==> config.mk <==
export PLATFORM = sky130hd
export DESIGN_NAME = spi_ram_burst
export DESIGN_NICKNAME = d
export VERILOG_FILES = /design/src/rtl/spi_ram_burst.sv
export SDC_FILE = /design/constraint.sdc
export NUM_CORES = 2
export LEC_CHECK = 0
export ABC_AREA = 1
export BUFFER_PORTS_ARGS = -buffer_cell sky130_fd_sc_hd__buf_2
export CORE_MARGIN = 10
export CORE_UTILIZATION = 40
export CTS_CLUSTER_SIZE = 20
export DETAILED_ROUTE_END_ITERATION = 10
export GPL_ROUTABILITY_DRIVEN = 0
export HOLD_SLACK_MARGIN = 0.06
export PLACE_DENSITY = 0.6
export SYNTH_ARGS = -nofsm -noshare
export SYNTH_HDL_FRONTEND = slang
export SYNTH_SLANG_ARGS = --single-unit
==> constraint.sdc <==
create_clock -name clk -period 4.1 [get_ports clk]
set_input_delay 0.615 -clock clk [delete_from_list [all_inputs] [get_ports clk]]
set_output_delay 0.615 -clock clk [all_outputs]
set_load 0.05 [all_outputs]
==> src/rtl/spi_ram_burst.sv <==
// spi_ram_burst
// Command decoder between an SPI slave's receive path and its transmit path.
// Each valid command word carries a 2-bit opcode and a DATA_WIDTH payload and
// is turned into an access to a single-port RAM of 2**ADDR_SIZE words:
//   00 SET_WR : load the write pointer from payload[ADDR_SIZE-1:0]
//   01 WRITE  : store payload at the write pointer (optional post-increment)
//   10 SET_RD : load the read pointer from payload[ADDR_SIZE-1:0]
//   11 READ   : payload L; L==0 single read, L>0 burst of L+1 words
// While a burst runs, busy is high and any command presented is discarded
// with a one-cycle drop_err pulse.
//
// Ports:
//   clk       in   clock, all state on the rising edge
//   rst_n     in   asynchronous active-low reset
//   din       in   command word {opcode[1:0], payload[DATA_WIDTH-1:0]}
//   rx_valid  in   din holds a command this cycle
//   dout      out  read data (registered)
//   tx_valid  out  dout valid this cycle (registered)
//   busy      out  burst in progress
//   drop_err  out  one-cycle pulse: a command was dropped during a burst
//
// ADDR_SIZE must not exceed DATA_WIDTH: the address is taken from the low
// bits of the payload.

module spi_ram_burst #(
  parameter int DATA_WIDTH = 8,
  parameter int ADDR_SIZE  = 8,
  parameter bit AUTO_INC   = 1'b1
) (
  input  logic                  clk,
  input  logic                  rst_n,
  input  logic [DATA_WIDTH+1:0] din,
  input  logic                  rx_valid,
  output logic [DATA_WIDTH-1:0] dout,
  output logic                  tx_valid,
  output logic                  busy,
  output logic                  drop_err
);

  localparam int MEM_DEPTH = 2 ** ADDR_SIZE;

  localparam logic [1:0] OP_SET_WR = 2'b00;
  localparam logic [1:0] OP_WRITE  = 2'b01;
  localparam logic [1:0] OP_SET_RD = 2'b10;

  localparam logic [ADDR_SIZE-1:0]  ONE_A = ADDR_SIZE'(1);
  localparam logic [DATA_WIDTH-1:0] ONE_D = DATA_WIDTH'(1);

  typedef enum logic {
    S_IDLE  = 1'b0,
    S_BURST = 1'b1
  } state_t;

  state_t                r_state;
  logic [ADDR_SIZE-1:0]  r_wr_addr;
  logic [ADDR_SIZE-1:0]  r_rd_addr;
  logic [DATA_WIDTH-1:0] r_cnt;
  logic [DATA_WIDTH-1:0] r_dout;
  logic                  r_tx_valid;
  logic                  r_drop_err;

  // RAM contents are deliberately not reset.
  logic [DATA_WIDTH-1:0] r_mem [MEM_DEPTH];

  logic [1:0]            w_opcode;
  logic [DATA_WIDTH-1:0] w_payload;
  logic [ADDR_SIZE-1:0]  w_addr;
  logic                  w_wr_en;

  assign w_opcode  = din[DATA_WIDTH+1:DATA_WIDTH];
  assign w_payload = din[DATA_WIDTH-1:0];
  assign w_addr    = din[ADDR_SIZE-1:0];

  // Writes are only honoured in IDLE; a WRITE arriving during a burst is dropped.
  assign w_wr_en = rx_valid && (r_state == S_IDLE) && (w_opcode == OP_WRITE);

  always_ff @(posedge clk) begin
    if (w_wr_en) begin
      r_mem[r_wr_addr] <= w_payload;
    end
  end

  always_ff @(posedge clk or negedge rst_n) begin
    if (!rst_n) begin
      r_state    <= S_IDLE;
      r_wr_addr  <= '0;
      r_rd_addr  <= '0;
      r_cnt      <= '0;
      r_dout     <= '0;
      r_tx_valid <= 1'b0;
      r_drop_err <= 1'b0;
    end else begin
      r_tx_valid <= 1'b0;
      r_drop_err <= 1'b0;
      case (r_state)
        S_IDLE: begin
          if (rx_valid) begin
            case (w_opcode)
              OP_SET_WR: r_wr_addr <= w_addr;
              OP_WRITE: begin
                if (AUTO_INC) begin
                  r_wr_addr <= r_wr_addr + ONE_A;
                end
              end
              OP_SET_RD: r_rd_addr <= w_addr;
              default: begin
                // READ: the first word is issued on the accepting edge itself.
                r_dout     <= r_mem[r_rd_addr];
                r_tx_valid <= 1'b1;
                if (w_payload != '0) begin
                  // Bursts always advance the pointer, independent of AUTO_INC.
                  r_rd_addr <= r_rd_addr + ONE_A;
                  r_cnt     <= w_payload - ONE_D;
                  r_state   <= S_BURST;
                end else if (AUTO_INC) begin
                  r_rd_addr <= r_rd_addr + ONE_A;
                end
              end
            endcase
          end
        end
        S_BURST: begin
          r_dout     <= r_mem[r_rd_addr];
          r_tx_valid <= 1'b1;
          r_rd_addr  <= r_rd_addr + ONE_A;
          // The edge that leaves BURST still drops an incoming command.
          if (rx_valid) begin
            r_drop_err <= 1'b1;
          end
          if (r_cnt == '0) begin
            r_state <= S_IDLE;
          end else begin
            r_cnt <= r_cnt - ONE_D;
          end
        end
        default: r_state <= S_IDLE;
      endcase
    end
  end

  assign dout     = r_dout;
  assign tx_valid = r_tx_valid;
  assign busy     = (r_state == S_BURST);
  assign drop_err = r_drop_err;

endmodule
; ---- Word-level counts from Yosys, hierarchy flattened
; Memories as Yosys holds them, arrays and structs flattened.
; Cells that the tools add are included.
[op_classes]
n_bitwise = 1
eq_ne = 7
muxes = 24
n_reduce_logical = 12
add_sub_neg = 4
[ops]
columns = cell, count
row1 = 8-bit case mux with 2 select lines, 5
row2 = 8-bit 2-to-1 mux, 7
row3 = "8-bit by 1-bit adder with 8-bit output, second input constant", 2
row4 = "8-bit by 1-bit subtractor with 8-bit output, second input constant", 2
row5 = 1-bit 2-to-1 mux, 10
row6 = 8-bit zero test, 1
row7 = "2-bit != test, second input constant", 4
row8 = 8-bit nonzero test, 1
row9 = 1-bit case mux with 2 select lines, 2
row10 = 2-bit AND reduction, 2
row11 = 4-bit AND reduction, 1
row12 = 3-bit AND reduction, 1
row13 = 3-bit OR reduction, 1
row14 = "2-bit by 1-bit equality test with 1-bit output, second input constant", 1
row15 = "2-bit equality test, second input constant", 1
row16 = 1-bit logical AND, 2
row17 = 2-bit zero test, 1
row18 = "2-bit by 1-bit != test with 1-bit output, second input constant", 1
row19 = 2-bit nonzero test, 1
row20 = 2-bit OR reduction, 1
row21 = 1-bit inverter, 1
[word_totals]
ram_bits = 2048
out_inout_bits = 11
n_memories = 1
word_cells = 56
regBits = 35
in_bits = 13
[memory_table]
columns = memory, words, width, rd, rd_ports_with_merged_regs, write_ports, line
row1 = r_mem, 256, 8, 1, 0, 1, 63  ; logic [DATA_WIDTH-1:0] r_mem [MEM_DEPTH];

; ---- Depth between registers and ports, before layout
[depth]
depth_word = 5
ltp_mapped = 20
ltp_nobuf = 17

; ---- Worst setup path before layout
; Ideal clock, no wire load.
[synth_path]
kind = register -> register
startpoint = reg r_state (netlist: busy)
endpoint = mem r_mem[160][0], enable pin
setup_time_ns = 0.370
path_stages_with_launch = 10
n_path_buf = 2
arrival_ns = 2.283
path_slack_ns = 1.447
period_less_slack_ns = 2.653
t_required_ns = 3.730
cell_sequence = dfrtp_1 buf_2 inv_1 nand3_2 nor2_2 inv_1 nor3_1 nand2_1 clkbuf_1 nor2_1
[synth_via]
elab_chain_cells = 5
[synth_lines]
columns = item, line
row1 = "start, declared", 54  ; state_t r_state;
row2 = "start signal, assigned", 85  ; r_state <= S_IDLE;
row3 = "start signal, assigned", 114  ; r_state <= S_BURST;
row4 = "start signal, assigned", 131  ; r_state <= S_IDLE;
row5 = 1-bit inverter (no line), -
row6 = 1-bit logical AND (2 in a row), 75  ; assign w_wr_en = rx_valid && (r_state == S_IDLE) && (w_opcode == OP_WRITE);
row7 = 1-bit 2-to-1 mux, 78  ; if (w_wr_en) begin
row8 = 1-bit 2-to-1 mux (not written as such), 79  ; r_mem[r_wr_addr] <= w_payload;
row9 = "end, declared", 63
; Every way passes these cells.

; ---- Worst setup path after layout
[layout_path]
startpoint = reg r_rd_addr[0]
endpoint = reg r_dout[0] (netlist: dout[0])
[layout_via]
elab_chain_cells = 4
[layout_lines]
columns = item, line
row1 = "start, declared", 56  ; logic [ADDR_SIZE-1:0] r_rd_addr;
row2 = "start signal, assigned", 105  ; OP_SET_RD: r_rd_addr <= w_addr;
row3 = "start signal, assigned", 112  ; r_rd_addr <= r_rd_addr + ONE_A;
row4 = "start signal, assigned", 116  ; r_rd_addr <= r_rd_addr + ONE_A;
row5 = memory read 256 x 8 bit (*), -
row6 = 8-bit 2-to-1 mux, 98  ; case (w_opcode)
row7 = 8-bit 2-to-1 mux, 97  ; if (rx_valid) begin
row8 = 8-bit case mux with 2 select lines (*), 95  ; case (r_state)
row9 = "end signal, assigned", 108  ; r_dout <= r_mem[r_rd_addr];
row10 = "end signal, assigned", 123  ; r_dout <= r_mem[r_rd_addr];
row11 = "end, declared", 58  ; logic [DATA_WIDTH-1:0] r_dout;
; Every way passes the cells marked *; elsewhere a longest branch is shown, timed or not. The select of a mux whose other input is x is not followed.
; A chain may end at the register's enable or synchronous reset.

==> flow_summary.json <==
{
  "status": "complete, no violations",
  "synth_top_area_frac": 0.704,
  "synth-async-reset-ratio": 0.0168,
  "cp_cell_sequence": "inv_8 -> buf_12 -> buf_4 -> nand2_1 -> nand3_1 -> nand3_1 -> nand3_1 -> nand2_1 -> a21oi_1 -> nand3_1 -> nand3_1 -> nand2_1 -> nand2_1 -> nand2_1",
  "cp_slowest_cell": "dfrtp_4",
  "fillers": 19681,
  "grt_pass1_vias": 56275,
  "synthTopCellsByCount": "nand2_1, edfxtp_1, nor2_1",
  "rows": 171,
  "synth_nets": 7999,
  "path_buf_inv": 3,
  "ant_nets": 0,
  "netlist_area_um2": 87400,
  "grt_start_max_net_pins": 165,
  "gr-total-overflow": 0,
  "post-route-period-util": 0.903,
  "postCtsHoldBufs": 4,
  "cp-endpoint": "dout[0]",
  "grt_usage": 0.203,
  "io_pins": 24,
  "wl_met3_um": 20600,
  "reg2reg_to": "dout[0]",
  "worstPathArrival_ns": 4.41,
  "slowest_delay_ns": 0.67,
  "setup_viol": 0,
  "io_buffers": 23,
  "die_h_um": 487,
  "yosysSeqAreaShare": 0.714,
  "skew_ns": 0.0687,
  "slew_headroom": 0.233,
  "antenna_found_initial": 13,
  "wl_per_cell_um": 22.6,
  "path_depth": 14,
  "drc_errors": 0,
  "startpoint_type": "flop",
  "synth.most_common_cell": "nand2_1",
  "hold_path_class": "in -> reg",
  "cp-end-kind": "flop",
  "vias_per_cell": 5.34,
  "final_layout_size_suffix_gt1_frac": 0.0619,
  "ys_warn_count": 0,
  "fin_crit_ns": 3.70,
  "criticalPathCategory": "reg -> reg",
  "top_layer": "met5",
  "post_cts_resized": 0,
  "core-area_um2": 217000,
  "routed_wl_um": 248000,
  "fin_nets": 7933,
  "peakVddDrop_uv": 948,
  "drt-initial-drc-count": 6931,
  "clock.fmax_ghz": 0.270,
  "dr_total_vias": 58463,
  "syn_area_per_cell_um2": 10.9,
  "wl_met1_um": 101000,
  "first_pass_iters": 6,
  "clock-sinks": 2083,
  "start_util": 0.402,
  "r2r_cells": 14,
  "rsz0062_at_grt": "false",
  "clk_latency_ns": 0.87,
  "cts-root-buf": "clkbuf_16",
  "synth_ff_type": "edfxtp_1",
  "clock_path_buffers": 3,
  "ys_ff_latch": 2083,
  "hold_viol": 0,
  "cts_tree": "built",
  "yosys.area.top_type": "edfxtp_1",
  "power_density_nw_per_um2": 675,
  "tns_ns": 0,
  "p_leak_nw": 35.6,
  "report.power.total_mw": 65.8,
  "path_max_fanout": 59,
  "wl_met2_um": 116000,
  "max_slew.worst_pin.slew_ns": 1.15,
  "ys_types": 31,
  "grt_pass1_wl_um": 368000,
  "die_w_um": 487,
  "worst_ep_required_time_ns": 4.81,
  "dieArea_um2": 238000,
  "critical-path-top-delay-family": "simple AND/OR/NAND/NOR gates",
  "max_cap_viol_count": 0,
  "syn_inst": 7980,
  "clkTransAtPathRegs_ns": 0.06,
  "place_hpwl_um": 141000,
  "htreeDepth": 4,
  "cts_buffers": 212,
  "maxSlewViolCount": 0,
  "syn_to_final_growth_pct": 11.7,
  "synth_edf_count": 2048,
  "r2r_slack_ns": 0.40,
  "ys_top_cells_by_area": "edfxtp_1, nand2_1, nor2_1, nand3_1, o21ai_0",
  "startpoint": "r_rd_addr[0]",
  "timing.rr.start": "r_rd_addr[0]",
  "post_cts_buffers": 0
}
sequential cells by signal (all words and copies together), names as in the netlist:
register and cells:
r_mem 2048, dout 8, r_cnt 8, r_rd_addr 8
r_wr_addr 8, busy 1, drop_err 1, tx_valid 1
placed cells by master, fill, tap and decap left out, types with 61 or more instances in the layout:
cell       synthesis  layout
nand2_1         2073    2063
o21ai_0          493     493
buf_4             51     118
clkinv_1           8      61
nor2_1          1335    1334
clkbuf_16          0     212
edfxtp_1        2048    2048
o21ai_1          165     165
nand3_1          582     582
inv_1            498     497
a21oi_1          117     117
o211ai_1         105     105
where the power goes:
part           internal (mW)  switching (mW)
clock network           10.7            8.41
logic                   6.07            16.6
registers               23.6           0.436
stage by stage:
step,setup WS [ns],hold slack (ns),area [um^2],instances,util
final,0.397,0.154,97500,10954,0.449
after global routing,0.196,0.122,97500,10948,0.449
after CTS,0.488,0.0985,97500,10947,0.449
after detailed placement,0.548,0.498,90600,10550,0.417
after global placement,0.511,0.482,90600,10550,0.417
after floorplan,1.45,0.319,87400,7980,-
kinds of logic after synthesis:
family	Yosys count	synth area share
and+or+nand+nor	4011	0.181
DFF	2083	0.714
buffers and inverters	976	0.0484
AOI/OAI and AO/OA	892	0.0543
xor gates and xnor gates	12	0.00120
adders and majority gates	6	0.000859
layout make-up:
| type | instances | area (um^2) | share of cell area |
|---|---|---|---|
| inverter | 509 | 1930 | 0.0198 |
| sequential | 2083 | 62400 | 0.640 |
| clock buffer | 269 | 5560 | 0.0570 |
| tap | 2854 | 3570 | 0.0366 |
| multi-input combinational | 4921 | 20800 | 0.213 |
| timing repair buffer | 187 | 1960 | 0.0201 |
| antenna | 7 | 17.5 | 0.000180 |
| clock inverter | 124 | 1320 | 0.0135 |
how the worst min path moves through the flow:
stage / end / from / slack, ns / cells past startpoint
after floorplan: busy / rst_n / 0.32 / 0
final: r_mem[16][1] / din[1] / 0.15 / 1
after detailed placement: r_cnt[7] / r_cnt[7] / 0.50 / 2
after global placement: r_cnt[7] / r_cnt[7] / 0.48 / 2
after global routing: r_mem[16][1] / din[1] / 0.12 / 1
after CTS: r_mem[16][1] / din[1] / 0.1 / 1
routing by layer:
| layer | vias up | global-route usage |
|---|---|---|
| met4 | 12 | 0.0785 |
| met3 | 450 | 0.0397 |
| met5 | - | 0 |
| met1 | 28712 | 0.272 |
| met2 | 2450 | 0.325 |
| li1 | 26839 | - |
(Power assumes the default switching activity.)
